**config.mk**
```make
export PLATFORM = sky130hd
export DESIGN_NAME = jtframe_dwnld_split
export DESIGN_NICKNAME = d
export VERILOG_FILES = /design/src/rtl/jtframe_dwnld_split.sv
export SDC_FILE = /design/constraint.sdc
export NUM_CORES = 1
export LEC_CHECK = 0
export BUFFER_PORTS_ARGS = -buffer_cell sky130_fd_sc_hd__buf_2
export CORE_MARGIN = 4
export CORE_UTILIZATION = 35
export DETAILED_ROUTE_END_ITERATION = 7
export PLACE_DENSITY_LB_ADDON = 0.15
export SYNTH_ARGS = -nofsm -noshare
export SYNTH_HDL_FRONTEND = slang
export SYNTH_SLANG_ARGS = --single-unit
```
**constraint.sdc**
```tcl
create_clock -name clk -period 5.8 [get_ports clk]
set_clock_uncertainty 0.1 [all_clocks]
set_input_delay 1.16 -clock clk [delete_from_list [all_inputs] [get_ports clk]]
set_output_delay 1.16 -clock clk [all_outputs]
set_load 0.05 [all_outputs]
```
**src/rtl/jtframe_dwnld_split.sv**
```systemverilog
// ROM-download router: splits the ioctl byte stream into REGIONS memories, packing DW-bit words.
// Optional running checksum of accepted bytes when JTFRAME_DWNLD_CHECKSUM_EN is defined.
module jtframe_dwnld_split #(
  parameter int                      REGIONS = 4,
  parameter int                      AW      = 22,
  parameter int                      DW      = 16,
  parameter logic [REGIONS*AW-1:0]   START   = '0,
  parameter logic [AW-1:0]           TOTAL   = 'h10000
) (
  input  logic                  clk,
  input  logic                  rst,
  input  logic                  downloading,
  input  logic [AW-1:0]         ioctl_addr,
  input  logic [7:0]            ioctl_data,
  input  logic                  ioctl_wr,
  output logic [REGIONS-1:0]    prog_we,
  output logic [AW-1:0]         prog_addr,
  output logic [DW-1:0]         prog_data,
  output logic [DW/8-1:0]       prog_be,
  output logic                  dwnld_busy,
  output logic                  dwnld_done,
  output logic                  overflow,
  output logic [15:0]           checksum
);
  localparam int BYTES = DW / 8;
  localparam int LB    = $clog2(BYTES);
  localparam int RW    = (REGIONS > 1) ? $clog2(REGIONS) : 1;

  localparam logic [1:0] IDLE  = 2'd0;
  localparam logic [1:0] LOAD  = 2'd1;
  localparam logic [1:0] FLUSH = 2'd2;
  localparam logic [1:0] DONE  = 2'd3;

  // Highest region whose start does not exceed the address
  function automatic logic [RW-1:0] region_of(input logic [AW-1:0] a);
    region_of = '0;
    for (int i = 0; i < REGIONS; i++)
      if (a >= START[i*AW +: AW]) region_of = RW'(i);
  endfunction

  logic [1:0]       state;
  logic             dl_p1;
  logic             start_pend;
  logic [BYTES-1:0] pend_mask;
  logic [DW-1:0]    pend_data;
  logic [RW-1:0]    pend_reg;
  logic [AW-1:0]    pend_waddr;

  logic [RW-1:0]    in_reg;
  logic [AW-1:0]    in_start, local_addr, in_waddr;
  logic [BYTES-1:0] in_lane_bit, merged_mask, next_mask;
  logic [DW-1:0]    merged_data, emit_data;
  logic [BYTES-1:0] emit_mask;
  logic [RW-1:0]    emit_reg;
  logic [AW-1:0]    emit_addr;
  logic             in_range, accept, conflict, falling, rise, load_start, emit;

  always_comb begin
    rise        = downloading && !dl_p1;
    load_start  = (state == IDLE) && (rise || start_pend);
    in_reg      = region_of(ioctl_addr);
    in_start    = START[in_reg*AW +: AW];
    local_addr  = ioctl_addr - in_start;
    in_waddr    = local_addr >> LB;
    in_lane_bit = BYTES'(1) << (local_addr & AW'(BYTES-1));
    in_range    = ioctl_addr < TOTAL;
    accept      = (state == LOAD) && ioctl_wr && in_range;
    conflict    = accept && (|pend_mask) && (in_reg != pend_reg || in_waddr != pend_waddr);
    falling     = (state == LOAD) && !downloading;

    merged_mask = (conflict ? '0 : pend_mask) | (accept ? in_lane_bit : '0);
    merged_data = pend_data;
    for (int b = 0; b < BYTES; b++)
      if (accept && in_lane_bit[b]) merged_data[b*8 +: 8] = ioctl_data;

    emit      = 1'b0;
    emit_mask = pend_mask;
    emit_data = pend_data;
    emit_reg  = pend_reg;
    emit_addr = pend_waddr;
    if (conflict) begin
      // The old word leaves with its partial mask; the new byte opens a fresh word
      emit = 1'b1;
    end else if ((accept && (&merged_mask)) || (falling && (|merged_mask))) begin
      emit      = 1'b1;
      emit_mask = merged_mask;
      emit_data = merged_data;
      emit_reg  = accept ? in_reg   : pend_reg;
      emit_addr = accept ? in_waddr : pend_waddr;
    end else if ((state == FLUSH) && (|pend_mask)) begin
      emit = 1'b1;
    end
    next_mask = (emit && !conflict) ? '0 : merged_mask;
  end

  always_ff @(posedge clk or posedge rst) begin
    if (rst) begin
      state      <= IDLE;
      dl_p1      <= 1'b0;
      start_pend <= 1'b0;
      pend_mask  <= '0;
      pend_reg   <= '0;
      pend_waddr <= '0;
      prog_we    <= '0;
      prog_addr  <= '0;
      prog_data  <= '0;
      prog_be    <= '0;
      dwnld_busy <= 1'b0;
      dwnld_done <= 1'b0;
      overflow   <= 1'b0;
    end else begin
      dl_p1      <= downloading;
      prog_we    <= '0;
      dwnld_done <= 1'b0;
      if (emit) begin
        prog_we   <= REGIONS'(1) << emit_reg;
        prog_addr <= emit_addr;
        prog_data <= emit_data;
        prog_be   <= emit_mask;
      end
      case (state)
        IDLE: if (load_start) begin
          state      <= LOAD;
          dwnld_busy <= 1'b1;
          pend_mask  <= '0;
          overflow   <= 1'b0;
          start_pend <= 1'b0;
        end
        LOAD: begin
          pend_mask <= next_mask;
          if (accept) begin
            pend_reg   <= in_reg;
            pend_waddr <= in_waddr;
          end
          if (ioctl_wr && !in_range) overflow <= 1'b1;
          if (!downloading) state <= FLUSH;
        end
        FLUSH: begin
          pend_mask  <= '0;
          state      <= DONE;
          dwnld_done <= 1'b1;
          dwnld_busy <= 1'b0;
          if (rise) start_pend <= 1'b1;
        end
        default: begin
          state <= IDLE;
          if (rise) start_pend <= 1'b1;
        end
      endcase
    end
  end

  // Payload storage; lanes outside pend_mask are don't-care
  always_ff @(posedge clk) begin
    if (load_start)  pend_data <= '0;
    else if (accept) pend_data <= merged_data;
  end

`ifdef JTFRAME_DWNLD_CHECKSUM_EN
  logic [15:0] sum;
  always_ff @(posedge clk or posedge rst) begin
    if (rst)             sum <= '0;
    else if (load_start) sum <= '0;
    else if (accept)     sum <= sum + 16'(ioctl_data);
  end
  assign checksum = sum;
`else
  assign checksum = '0;
`endif

endmodule

```
After elaboration in Yosys (flattened, before gate mapping)
Index checks and enable logic that the tools add are counted.
{"block": "word_totals", "out_inout_bits": 63, "regBits": 93}
{"block": "op_classes", "order_cmp": 2, "addsub": 1, "mul": 1, "eq_ne": 7, "shift": 3, "muxes": 33, "bitwise": 2, "reduce_logical": 34}
{"cell": "$shiftx 88x8->22 const A", "count": 1}
{"cell": "$mux 22", "count": 3}
{"cell": "$mux 16", "count": 2}
{"cell": "$mux 2", "count": 12}
{"cell": "$ge 22x1->1 const B", "count": 1}
{"cell": "$lt 22x17->1 const B", "count": 1}
{"cell": "$ne 21x22->1", "count": 1}
{"cell": "$sub 22x22->22", "count": 1}
{"cell": "$mux 8", "count": 2}
{"cell": "$logic_and 1x1->1", "count": 14}
{"cell": "$pmux 2 s3", "count": 2}
{"cell": "$mux 1", "count": 8}
{"cell": "$reduce_and 2->1", "count": 4}
{"cell": "$mul 2x4->6 const B", "count": 1}
{"cell": "$pmux 1 s2", "count": 3}
{"cell": "$reduce_and 3->1", "count": 2}
{"cell": "$reduce_bool 2->1", "count": 3}
{"cell": "$logic_not 1->1", "count": 4}
{"cell": "$mux 4", "count": 1}
{"cell": "$ne 2x2->1 const B", "count": 2}
{"cell": "$reduce_or 2->1", "count": 2}
{"cell": "$shl 1x2->4 const A", "count": 1}
{"cell": "$logic_or 1x1->1", "count": 3}
{"cell": "$reduce_bool 3->1", "count": 1}
{"cell": "other kinds (8)", "count": 8}

Logic depth before layout (Yosys ltp)
Gate-level depths: netlist of run 1.
{"block": "depth", "depth_word": 18, "mapped_depth": 10, "depth_no_buf": 8}

Worst setup path before layout of run 1
OpenSTA, ideal clock, no wires.
{"block": "synth_timing", "path_kind": "input to register", "startpoint": "input port ioctl_addr[18]", "endpoint": "register prog_data[0]", "setup_ps": 82, "n_path_buf": 3, "stages": 9, "arrival_time_ps": 2695, "slack_ps": 2923, "path_cell_list": "xor2_1 > nor4b_2 > nand4_1 > o21a_1 > buf_6 > a22o_1 > buf_6 > buf_6 > a31oi_1"}
{"block": "synth_via", "elab_chain_cells": 15}
{"element": "start, declared", "line": "13", "text": "input logic [AW-1:0] ioctl_addr,"}
{"element": "$ge 22x1->1", "line": "38", "text": "if (a >= START[i*AW +: AW]) region_of = RW'(i);"}
{"element": "$mux 2", "line": "38"}
{"element": "$mul 2x4->6", "line": "62", "text": "in_start = START[in_reg*AW +: AW];"}
{"element": "$shiftx 88x8->22", "line": "62"}
{"element": "$sub 22x22->22", "line": "63", "text": "local_addr = ioctl_addr - in_start;"}
{"element": "$ne 21x22->1", "line": "68", "text": "conflict = accept && (|pend_mask) && (in_reg != pend_reg || in_waddr != pend_waddr);"}
{"element": "$logic_or 1x1->1", "line": "68"}
{"element": "$logic_and 1x1->1", "line": "68"}
{"element": "$mux 2", "line": "71", "text": "merged_mask = (conflict ? '0 : pend_mask) | (accept ? in_lane_bit : '0);"}
{"element": "$or 2x2->2", "line": "71"}
{"element": "$reduce_and 2->1 / $reduce_or 2->1 (equally long branches)", "line": "84", "text": "end else if ((accept && (&merged_mask)) || (falling && (|merged_mask))) begin"}
{"element": "$logic_and 1x1->1", "line": "84"}
{"element": "$logic_or 1x1->1", "line": "84"}
{"element": "$mux 16 / $mux 1 (equally long branches)", "line": "84"}
{"element": "$mux 16 / $mux 1 (equally long branches)", "line": "81", "text": "if (conflict) begin"}
{"element": "end signal, assigned", "line": "118", "text": "prog_data <= emit_data;"}
{"element": "end, declared", "line": "18", "text": "output logic [DW-1:0] prog_data,"}
Parallel ways exist; a longest one is shown, timed or not.
A chain may end at the register's enable or synchronous reset.

Worst setup path in the final report of run 1
{"block": "layout_timing", "startpoint": "input port ioctl_addr[20]", "endpoint": "register prog_addr[20]"}
{"block": "layout_via", "elab_chain_cells": 15}
{"element": "$ge 22x1->1", "line": "38"}
{"element": "$mux 2", "line": "38"}
{"element": "$mul 2x4->6", "line": "62"}
{"element": "$shiftx 88x8->22", "line": "62"}
{"element": "$sub 22x22->22", "line": "63"}
{"element": "$ne 21x22->1", "line": "68"}
{"element": "$logic_or 1x1->1", "line": "68"}
{"element": "$logic_and 1x1->1", "line": "68"}
{"element": "$mux 2", "line": "71"}
{"element": "$or 2x2->2", "line": "71"}
{"element": "$reduce_and 2->1 / $reduce_or 2->1 (equally long branches)", "line": "84"}
{"element": "$logic_and 1x1->1", "line": "84"}
{"element": "$logic_or 1x1->1", "line": "84"}
{"element": "$mux 22 / $mux 1 (equally long branches)", "line": "84"}
{"element": "$mux 22 / $mux 1 (equally long branches)", "line": "81"}
{"element": "end signal, assigned", "line": "117", "text": "prog_addr <= emit_addr;"}
{"element": "end, declared", "line": "17", "text": "output logic [AW-1:0] prog_addr,"}
Parallel ways exist; a longest one is shown, timed or not.

==> flow_summary.json, run 1 <==
{
  "status": "finished, final reports clean",
  "relSlewSlack_pct": 28.3,
  "io_buffers": 80,
  "ys_seq_area_share_pct": 47.3,
  "cts_resized": 0,
  "hold_path_startpoint": "pend_data[2]",
  "antenna_found_initial": 0,
  "synth_cell_types": 47,
  "fin_util_pct": 41.6,
  "fillerInstances": 1334,
  "layout-drive-gt1-share_pct": 20.3,
  "grt_max_degree": 73,
  "crit_type": "in -> reg",
  "die_h_um": 125,
  "synth_seq_cells": 93,
  "cp_slowest_cell": "a22o_1",
  "worstSetupStartpointType": "input pin",
  "grt_pass1_wl_um": 22200,
  "drt-initial-drc-count": 314,
  "drt_first_pass_iters": 5,
  "period_needed_ps": 3660,
  "routedWlPerCell_um": 18.1,
  "dieArea_um2": 15500,
  "crit_path_end_kind": "flip-flop",
  "fmax_ghz": 0.273,
  "overflow": 0,
  "synthSimpleGateAreaFrac_pct": 18.7,
  "worst_slew_pin_slew_ps": 1080,
  "ir_drop_mv": 0.163,
  "postCtsSetupRepairBufs": 0,
  "numCtsBuffers": 9,
  "tns_ps": 0,
  "r2r_setup_slack_ps": 2420,
  "synth_area_um2": 4750,
  "clock_sinks": 93,
  "synthMuxAreaShare_pct": 2.37,
  "pin_count": 97,
  "reg2regPathDepth": 7,
  "synth_area_leaders": "dfrtp_1 41%, nand2_1 6.9%, dfxtp_1 6.7%",
  "path_delay_family": "simple AND/OR/NAND/NOR gates",
  "tritoncts": "done",
  "synth-compound-area-share_pct": 19.2,
  "hpwlAfterDp_um": 9160,
  "area_delta_synth_final_pct": 16.5,
  "rsz0062_at_grt": "no",
  "synthAdderAreaFrac_pct": 1.05,
  "path_clk_slew_ps": 60,
  "synthFlopType": "dfrtp_1",
  "path_cells": "buf_2 -> nor4_4 -> and2_2 -> a22o_1 -> buf_4 -> mux2i_1",
  "synth_top_family_by_area": "compound AO/OA/AOI/OAI gates",
  "viasPerCell": 5.40,
  "diodes": 0,
  "crit_buf_inv": 2,
  "root_buffer": "clkbuf_16",
  "drtAntennaViolNets": 0,
  "yosysTopAreaCell": "dfrtp_1",
  "insertion_delay_ps": 350,
  "placed_area_um2": 5210,
  "synth_xor_area_share_pct": 3.87,
  "synth_edf_count": 0,
  "hold_depth": 2,
  "synth_cells": 522,
  "start_util_pct": 35.7,
  "synth_top_area_share_pct": 40.5,
  "nets": 618,
  "die_w_um": 125,
  "htree_levels": 3,
  "async_reset_ff_share_pct": 82.8,
  "reg_top3": "pend_waddr (22), prog_addr (22)",
  "fin_crit_sh_pct": 63.2,
  "ctsLongestPathBuffers": 2,
  "min_to": "pend_data[2]",
  "final_cell_area_um2": 5530,
  "vias": 4111,
  "routed_wl_um": 13800,
  "setup_viol": 0,
  "power.leakage_nw": 2.46,
  "rr_startpoint": "state[1]",
  "design.core.area_um2": 13300,
  "regToRegEndpoint": "prog_addr[20]",
  "critical-path-max-stage-delay_ps": 950,
  "track_usage_pct": 17.7,
  "finalHoldViolations": 0,
  "total_power_mw": 1.89,
  "hold_buffers": 0,
  "drv_cap": 0,
  "worst_ep_required_time_ps": 5970,
  "grt_pass1_vias": 3977,
  "place.gp.congestion": 0.843,
  "drv_slew": 0,
  "power.density_nw_per_um2": 341,
  "critical_path.max_fanout": 25,
  "rows": 42,
  "cp.arrival_ps": 3830,
  "syn_avg_cell_area_um2": 9.10,
  "hp-class": "reg -> reg",
  "ys_warn_count": 0,
  "drc": 0
}
[cell usage in the layout (no fill, tap or decap), types with 2 or more instances in the layout]
master,count
a21oi_1,25
a221oi_1,32
a31oi_1,32
and2_1,8
and3_1,2
buf_2,80
buf_4,10
bufinv_16,2
clkbuf_16,9
clkbuf_8,2
clkinv_2,2
conb_1,16
dfrtp_1,77
dfxtp_1,16
ha_1,4
inv_1,12
mux2_2,2
mux2i_1,9
nand2_1,87
nand2b_1,4
nand3_1,11
nand4_1,26
nor2_1,13
nor2b_1,5
nor3_1,2
nor4_1,7
nor4b_1,3
o21ai_0,43
o21ai_2,2
xnor2_1,2
xor2_1,19
[power breakdown]
part	total, mW	internal, mW	switching, mW
Clock	0.651	0.400	0.251
Combinational	0.477	0.124	0.353
Sequential	0.758	0.712	0.0460
Total	1.89	1.24	0.651
[metal layers]
metal / vias to the layer above / wire (um) / track usage, % / part of all wire [%]
li1: 1975 / - / - / -
met1: 2008 / 6650 / 25.1 / 48
met2: 109 / 6330 / 26.9 / 46
met3: 19 / 545 / 3.04 / 4.0
met4: 0 / 257 / 6.77 / 1.9
met5: - / 0 / 0 / 0
[kinds of logic (layout without fill, tap and decap cells)]
family,count (synthesis),in the layout
AO/OA/AOI/OAI,144,144
adder cells (fa/ha/maj),4,4
flip-flops,93,93
other,1,16
XOR/XNOR,21,21
buffers and inverters,71,119
AND/OR/NAND/NOR,177,177
multiplexers,11,11
[worst register-to-register path, stage by stage (launching register included)]
cell and delay (ps):
dfrtp_1 430, inv_1 100, ha_1 290, and4bb_2 330
and2_2 460, a22o_1 950, buf_4 410, mux2i_1 230
[stage by stage]
step           instances  hold WS [ps]  setup slack [ps]
3_3_place_gp         745           340              1840
6_report             761           354              2140
4_1_cts              761           355              2140
5_1_grt              761           372              1890
2_1_floorplan        537           333              2570
3_5_place_dp         745           345              1770
[synth_stat cells (7+ instances only)]
| master | instances |
|---|---|
| a221oi_1 | 32 |
| and2_1 | 9 |
| nand3_1 | 11 |
| dfrtp_1 | 77 |
| nand2_1 | 87 |
| a31oi_1 | 32 |
| inv_1 | 13 |
| clkbuf_1 | 32 |
| nor4_1 | 7 |
| o21ai_0 | 43 |
| nand4_1 | 26 |
| a21oi_1 | 25 |
| xor2_1 | 19 |
| mux2i_1 | 9 |
| buf_4 | 16 |
| nor2_1 | 13 |
| dfxtp_1 | 16 |
[worst max-delay path by stage]
stage,from,endpoint,cells after the start
global route,ioctl_addr[20],prog_addr[20],6
finish,ioctl_addr[20],prog_addr[20],6
global placement,ioctl_addr[20],prog_addr[19],6
CTS,ioctl_addr[20],prog_addr[20],6
detailed placement,ioctl_addr[20],prog_addr[20],6
floorplan,rst,dl_p1,1
[layout make-up]
type | instances | area (um^2) | area share (%)
flip-flops and latches | 93 | 2250 | 40.6
multi-input cells | 373 | 2220 | 40.0
repair buffers | 90 | 475 | 8.59
clock buffers | 12 | 256 | 4.63
well taps | 176 | 220 | 3.98
clock inverters | 4 | 70.1 | 1.27
inverters | 13 | 48.8 | 0.882
No activity file was read; power rests on OpenSTA's default activity.
==> inputs of run 2 (changes only) <==
- ABC_AREA: unset -> 1
- clock period: 5.8 -> 3.8 ns (I/O delays scaled with it)
==> flow_summary.json, run 2 <==
{
  "p_comb_share_pct": 25.4,
  "drt_first_pass_iters": 4,
  "p_switching_uw": 917,
  "drtAntennaViolNets": 0,
  "synth_area_um2": 4720,
  "htree_levels": 3,
  "synth_edf_count": 0,
  "pwr-share-clk_pct": 31.7,
  "hpwlAfterDp_um": 8370,
  "power.leakage_nw": 2.94,
  "crit_type": "reg -> reg",
  "grt_max_degree": 44,
  "root_buffer": "clkbuf_16",
  "ctsLongestPathBuffers": 2,
  "drt-initial-drc-count": 220,
  "tritoncts": "done",
  "crit_path_end_kind": "flip-flop",
  "synth_area_leaders": "dfrtp_1 41%, nand2_1 19%, inv_1 7.3%",
  "diodes": 0,
  "routed_wl_um": 12100,
  "drv_slew": 0,
  "hp-class": "reg -> reg",
  "grt_pass1_vias": 4030,
  "fin_hold_ws_ps": 372,
  "path_clk_slew_ps": 60,
  "nets": 769,
  "design.core.area_um2": 13200,
  "syn_avg_cell_area_um2": 7.21,
  "power.density_nw_per_um2": 481,
  "area_delta_synth_final_pct": 16.7,
  "viasPerCell": 4.59,
  "synth_top_area_share_pct": 40.8,
  "reg_top3": "pend_waddr (22), prog_addr (22)",
  "cp.arrival_ps": 3110,
  "die_w_um": 124,
  "internal_power_mw": 1.74,
  "antenna_found_initial": 1,
  "worst_ep_required_time_ps": 3980,
  "synth_cells": 655,
  "final_cell_mix": "237 x nand2_1, 91 x inv_1, 80 x buf_2, 77 x dfrtp_1, 47 x nand3_1",
  "fmax_ghz": 0.341,
  "fillerInstances": 1414,
  "p_sw_share_pct": 34.6,
  "grt_pass1_wl_um": 19600,
  "finalHoldViolations": 0,
  "postCtsSetupRepairBufs": 0,
  "die_h_um": 124,
  "vias": 4186,
  "synth_common_cells": "237 x nand2_1, 92 x inv_1, 77 x dfrtp_1, 47 x nand3_1, 45 x nor2_1",
  "dieArea_um2": 15400,
  "synthFlopType": "dfrtp_1",
  "setup_viol": 0,
  "clock_sinks": 93,
  "track_usage_pct": 16.4,
  "ys_seq_area_share_pct": 47.6,
  "rows": 42,
  "power.share.sequential_pct": 43.0,
  "ys_warn_count": 0,
  "critical_path.max_fanout": 43,
  "relSlewSlack_pct": 45.4,
  "overflow": 0,
  "period_needed_ps": 2930,
  "worstSetupStartpointType": "flip-flop",
  "worst_slew_pin_slew_ps": 818,
  "pin_count": 97,
  "insertion_delay_ps": 350,
  "fin_crit_sh_pct": 77.1,
  "start_util_pct": 35.7,
  "yosysTopAreaCell": "dfrtp_1",
  "yosysMostFrequentCell": "nand2_1",
  "fin_util_pct": 41.6,
  "status": "finished, final reports clean",
  "drc": 0,
  "io_buffers": 80,
  "numCtsBuffers": 9,
  "place.gp.congestion": 0.814,
  "cts_resized": 0,
  "tns_ps": 0,
  "async_reset_ff_share_pct": 82.8,
  "hold_buffers": 0,
  "drv_cap": 0,
  "final_common_cell": "nand2_1",
  "synth_cell_types": 24,
  "synth_seq_cells": 93,
  "r2r_setup_slack_ps": 870,
  "layout-drive-gt1-share_pct": 16.0,
  "rsz0062_at_grt": "no",
  "ir_drop_mv": 0.265,
  "routedWlPerCell_um": 13.2
}
## run 2: cell families after synthesis
family / Yosys count / share of synthesized area, %
flops: 93 / 47.6
fa+ha+maj: 4 / 1.06
simple gates: 372 / 33.2
other cells: 1 / 0.0794
compound gates: 45 / 4.90
buf+inv: 140 / 13.2
## run 2: final timing paths
kind,startpoint,to,cells past startpoint
worst max-delay path,state[1],prog_data[13],16
worst min-delay path,prog_addr[20],prog_addr[20],2
worst max register to register,state[1],prog_data[13],16
worst min register to register,prog_addr[20],prog_addr[20],2
max in group asynchronous,rst,prog_addr[20],3
min in group asynchronous,rst,prog_addr[6],2
## run 2: through the flow
| stage | area, um^2 | power (mW) | setup WS (ps) | instances |
|---|---|---|---|---|
| 2_1_floorplan | 4780 | 1.67 | 973 | 670 |
| 3_3_place_gp | 5240 | 1.82 | 691 | 896 |
| 3_5_place_dp | 5240 | 1.84 | 522 | 896 |
| 4_1_cts | 5510 | 2.70 | 824 | 912 |
| 5_1_grt | 5510 | 2.81 | 542 | 912 |
| 6_report | 5510 | 2.65 | 870 | 912 |
## run 2: area by class of cell
cell class / count / area (um^2) / share of cell area [%]
flip-flops and latches: 93 / 2250 / 40.8
multi-input cells: 437 / 1910 / 34.6
repair buffers: 93 / 498 / 9.03
inverters: 97 / 365 / 6.63
clock buffers: 15 / 268 / 4.86
well taps: 176 / 220 / 3.99
clock inverters: 1 / 5.00 / 0.0908
## run 2: worst max-delay path, cell delays in order, from the launching register on
cell and delay, ps:
dfrtp_1 400, inv_1 140, ha_1 240, nand2_1 80, inv_1 70, nand2_2 120, a21oi_2 130, nand2_1 100
nand2_1 70, nand2_1 80, nand2_1 100, nand2_2 170, nand2_2 130, nand3_2 80, inv_2 610, nand2_1 120
nand2_1 110
## run 2: layer usage
metal	share of wire [%]	vias up	global-route usage [%]
li1	-	2147	-
met1	46	1920	20.3
met2	46	98	27.0
met3	6.1	19	4.77
met4	2.1	2	6.64
met5	0.058	-	0
## run 2: power by group through the flow
| stage | registers (mW) | clock network (mW) | logic [mW] |
|---|---|---|---|
| floorplan | 1.32 | 0 | 0.347 |
| global placement | 1.16 | 0 | 0.667 |
| detailed placement | 1.16 | 0 | 0.681 |
| CTS | 1.14 | 0.877 | 0.682 |
| global route | 1.15 | 0.916 | 0.744 |
| finish | 1.14 | 0.841 | 0.674 |
==> inputs of run 3 (changes only) <==
- clock period: 3.8 -> 2.4 ns (I/O delays scaled with it)
==> flow_summary.json, run 3 (synthesis results as in run 2) <==
{
  "grt_max_degree": 30,
  "power.leakage_nw": 3.20,
  "grt_pass1_wl_um": 20600,
  "path_delay_family": "simple AND/OR/NAND/NOR gates",
  "setup_viol": 0,
  "drv_slew": 0,
  "numCtsBuffers": 9,
  "drt_first_pass_iters": 4,
  "routed_wl_um": 13000,
  "start_util_pct": 35.7,
  "grt_pass1_vias": 4214,
  "critical_path.max_fanout": 8,
  "area_delta_synth_final_pct": 28.1,
  "status": "finished, final reports clean",
  "root_buffer": "clkbuf_16",
  "final_cell_mix": "225 x nand2_1, 87 x inv_1, 80 x buf_2, 77 x dfrtp_1, 46 x nand3_1",
  "diodes": 0,
  "overflow": 0,
  "tns_ps": 0,
  "drt-initial-drc-count": 361,
  "cp_slowest_cell": "dfrtp_1",
  "rows": 42,
  "design.core.area_um2": 13200,
  "die_h_um": 124,
  "crit_type": "reg -> reg",
  "insertion_delay_ps": 350,
  "finalHoldViolations": 0,
  "nets": 804,
  "fin_crit_sh_pct": 95.2,
  "hp-class": "in -> async",
  "power.density_nw_per_um2": 711,
  "crit_path_end_kind": "flip-flop",
  "period_needed_ps": 2290,
  "crit_buf_inv": 2,
  "pin_count": 97,
  "total_power_mw": 4.31,
  "viasPerCell": 4.58,
  "cp.arrival_ps": 2420,
  "crit_path_frequent_cell": "nand2_1",
  "drv_cap": 0,
  "drtAntennaViolNets": 0,
  "io_buffers": 80,
  "antenna_found_initial": 0,
  "worst_slew_pin_slew_ps": 629,
  "critical-path-max-stage-delay_ps": 390,
  "clock_sinks": 93,
  "rsz0062_at_grt": "yes",
  "placed_cells": 923,
  "routedWlPerCell_um": 13.8,
  "fmax_ghz": 0.438,
  "vias": 4334,
  "reg_top3": "pend_waddr (22), prog_addr (22)",
  "hpwlAfterDp_um": 8890,
  "layout-drive-gt1-share_pct": 23.0,
  "ctsLongestPathBuffers": 2,
  "track_usage_pct": 17.3,
  "ir_drop_mv": 0.419,
  "place.gp.congestion": 0.800,
  "die_w_um": 124,
  "final_common_cell": "nand2_1",
  "path_clk_slew_ps": 70,
  "worst_ep_required_time_ps": 2530,
  "final_cells": 947,
  "tritoncts": "done",
  "path_cells": "nand2_1 -> nand2_1 -> nor2_1 -> nand2_1 -> nor2_1 -> nand3_1 -> nand2_2 -> nand2_2 -> nand2_2 -> nand2_2 -> nand2_4 -> nand2_4 -> nand3_4 -> clkinv_8 -> clkbuf_16 -> nand2_1 -> nand2_1",
  "dieArea_um2": 15400,
  "worstSetupStartpointType": "flip-flop",
  "relSlewSlack_pct": 58.0,
  "drc": 0,
  "htree_levels": 3,
  "fin_hold_ws_ps": 112
}
## run 3: cell types whose count changed in the layout (fill, tap and decap cells not counted), moves of 4 or more
cell	delta
buf_4	+21
nand2_1	-12
nand2_2	+8
buf_12	+5
clkbuf_16	+4
inv_1	-4
nand2_4	+4
## run 3: through the flow
| step | cell area [um^2] | utilization, % | setup WS, ps |
|---|---|---|---|
| after CTS | 5770 | 43.6 | 7.22 |
| after global routing | 6050 | 45.7 | -19.4 |
| final | 6050 | 45.7 | 114 |
| after global placement | 5480 | 41.4 | -126 |
| after floorplan | 4780 | - | 195 |
| after detailed placement | 5480 | 41.4 | -129 |
## run 3: power breakdown
part	internal (mW)	leakage (nW)	switching, mW
Combinational	0.312	2.16	0.815
Clock	0.786	0.146	0.581
Sequential	1.72	0.896	0.0953
Total	2.82	3.20	1.49
## run 3: worst reg2reg max path, delay by kind of cell, from the launching register on
kind,cells,cell delay [ps]
simple gates,15,1360
buf+inv,2,320
flops,1,390
## run 3: final cells by class
cell class              instances  area [um^2]
fillers                      1374         7190
inverters                      97          380
repair buffers                128          923
flip-flops and latches         93         2250
clock buffers                  13          270
clock inverters                 3         18.8
well taps                     176          220
multi-input cells             437         1990
## run 3: timing repair
action,in CTS,in global routing
hold buffers,0,0
resized for setup,0,44
setup endpoints to repair,0,45
buffers inserted,0,3
## run 3: worst paths after layout
check / start / end / slack, ps / depth (start not counted)
max in group asynchronous: rst / prog_addr[17] / 1540 / 3
max: pend_waddr[10] / prog_be[1] / 110 / 17
min in group clk: downloading / dl_p1 / 190 / 1
min reg2reg: prog_addr[9] / prog_addr[9] / 380 / 2
min: rst / pend_waddr[16] / 110 / 2
max reg2reg: pend_waddr[10] / prog_be[1] / 110 / 17
## run 3: layer usage
layer | track usage, % | up-vias | share of wire [%]
met5 | 0 | - | 0
met4 | 6.50 | 0 | 0.80
met3 | 4.86 | 6 | 6.8
met2 | 27.5 | 137 | 48
met1 | 22.3 | 1957 | 45
li1 | - | 2234 | -
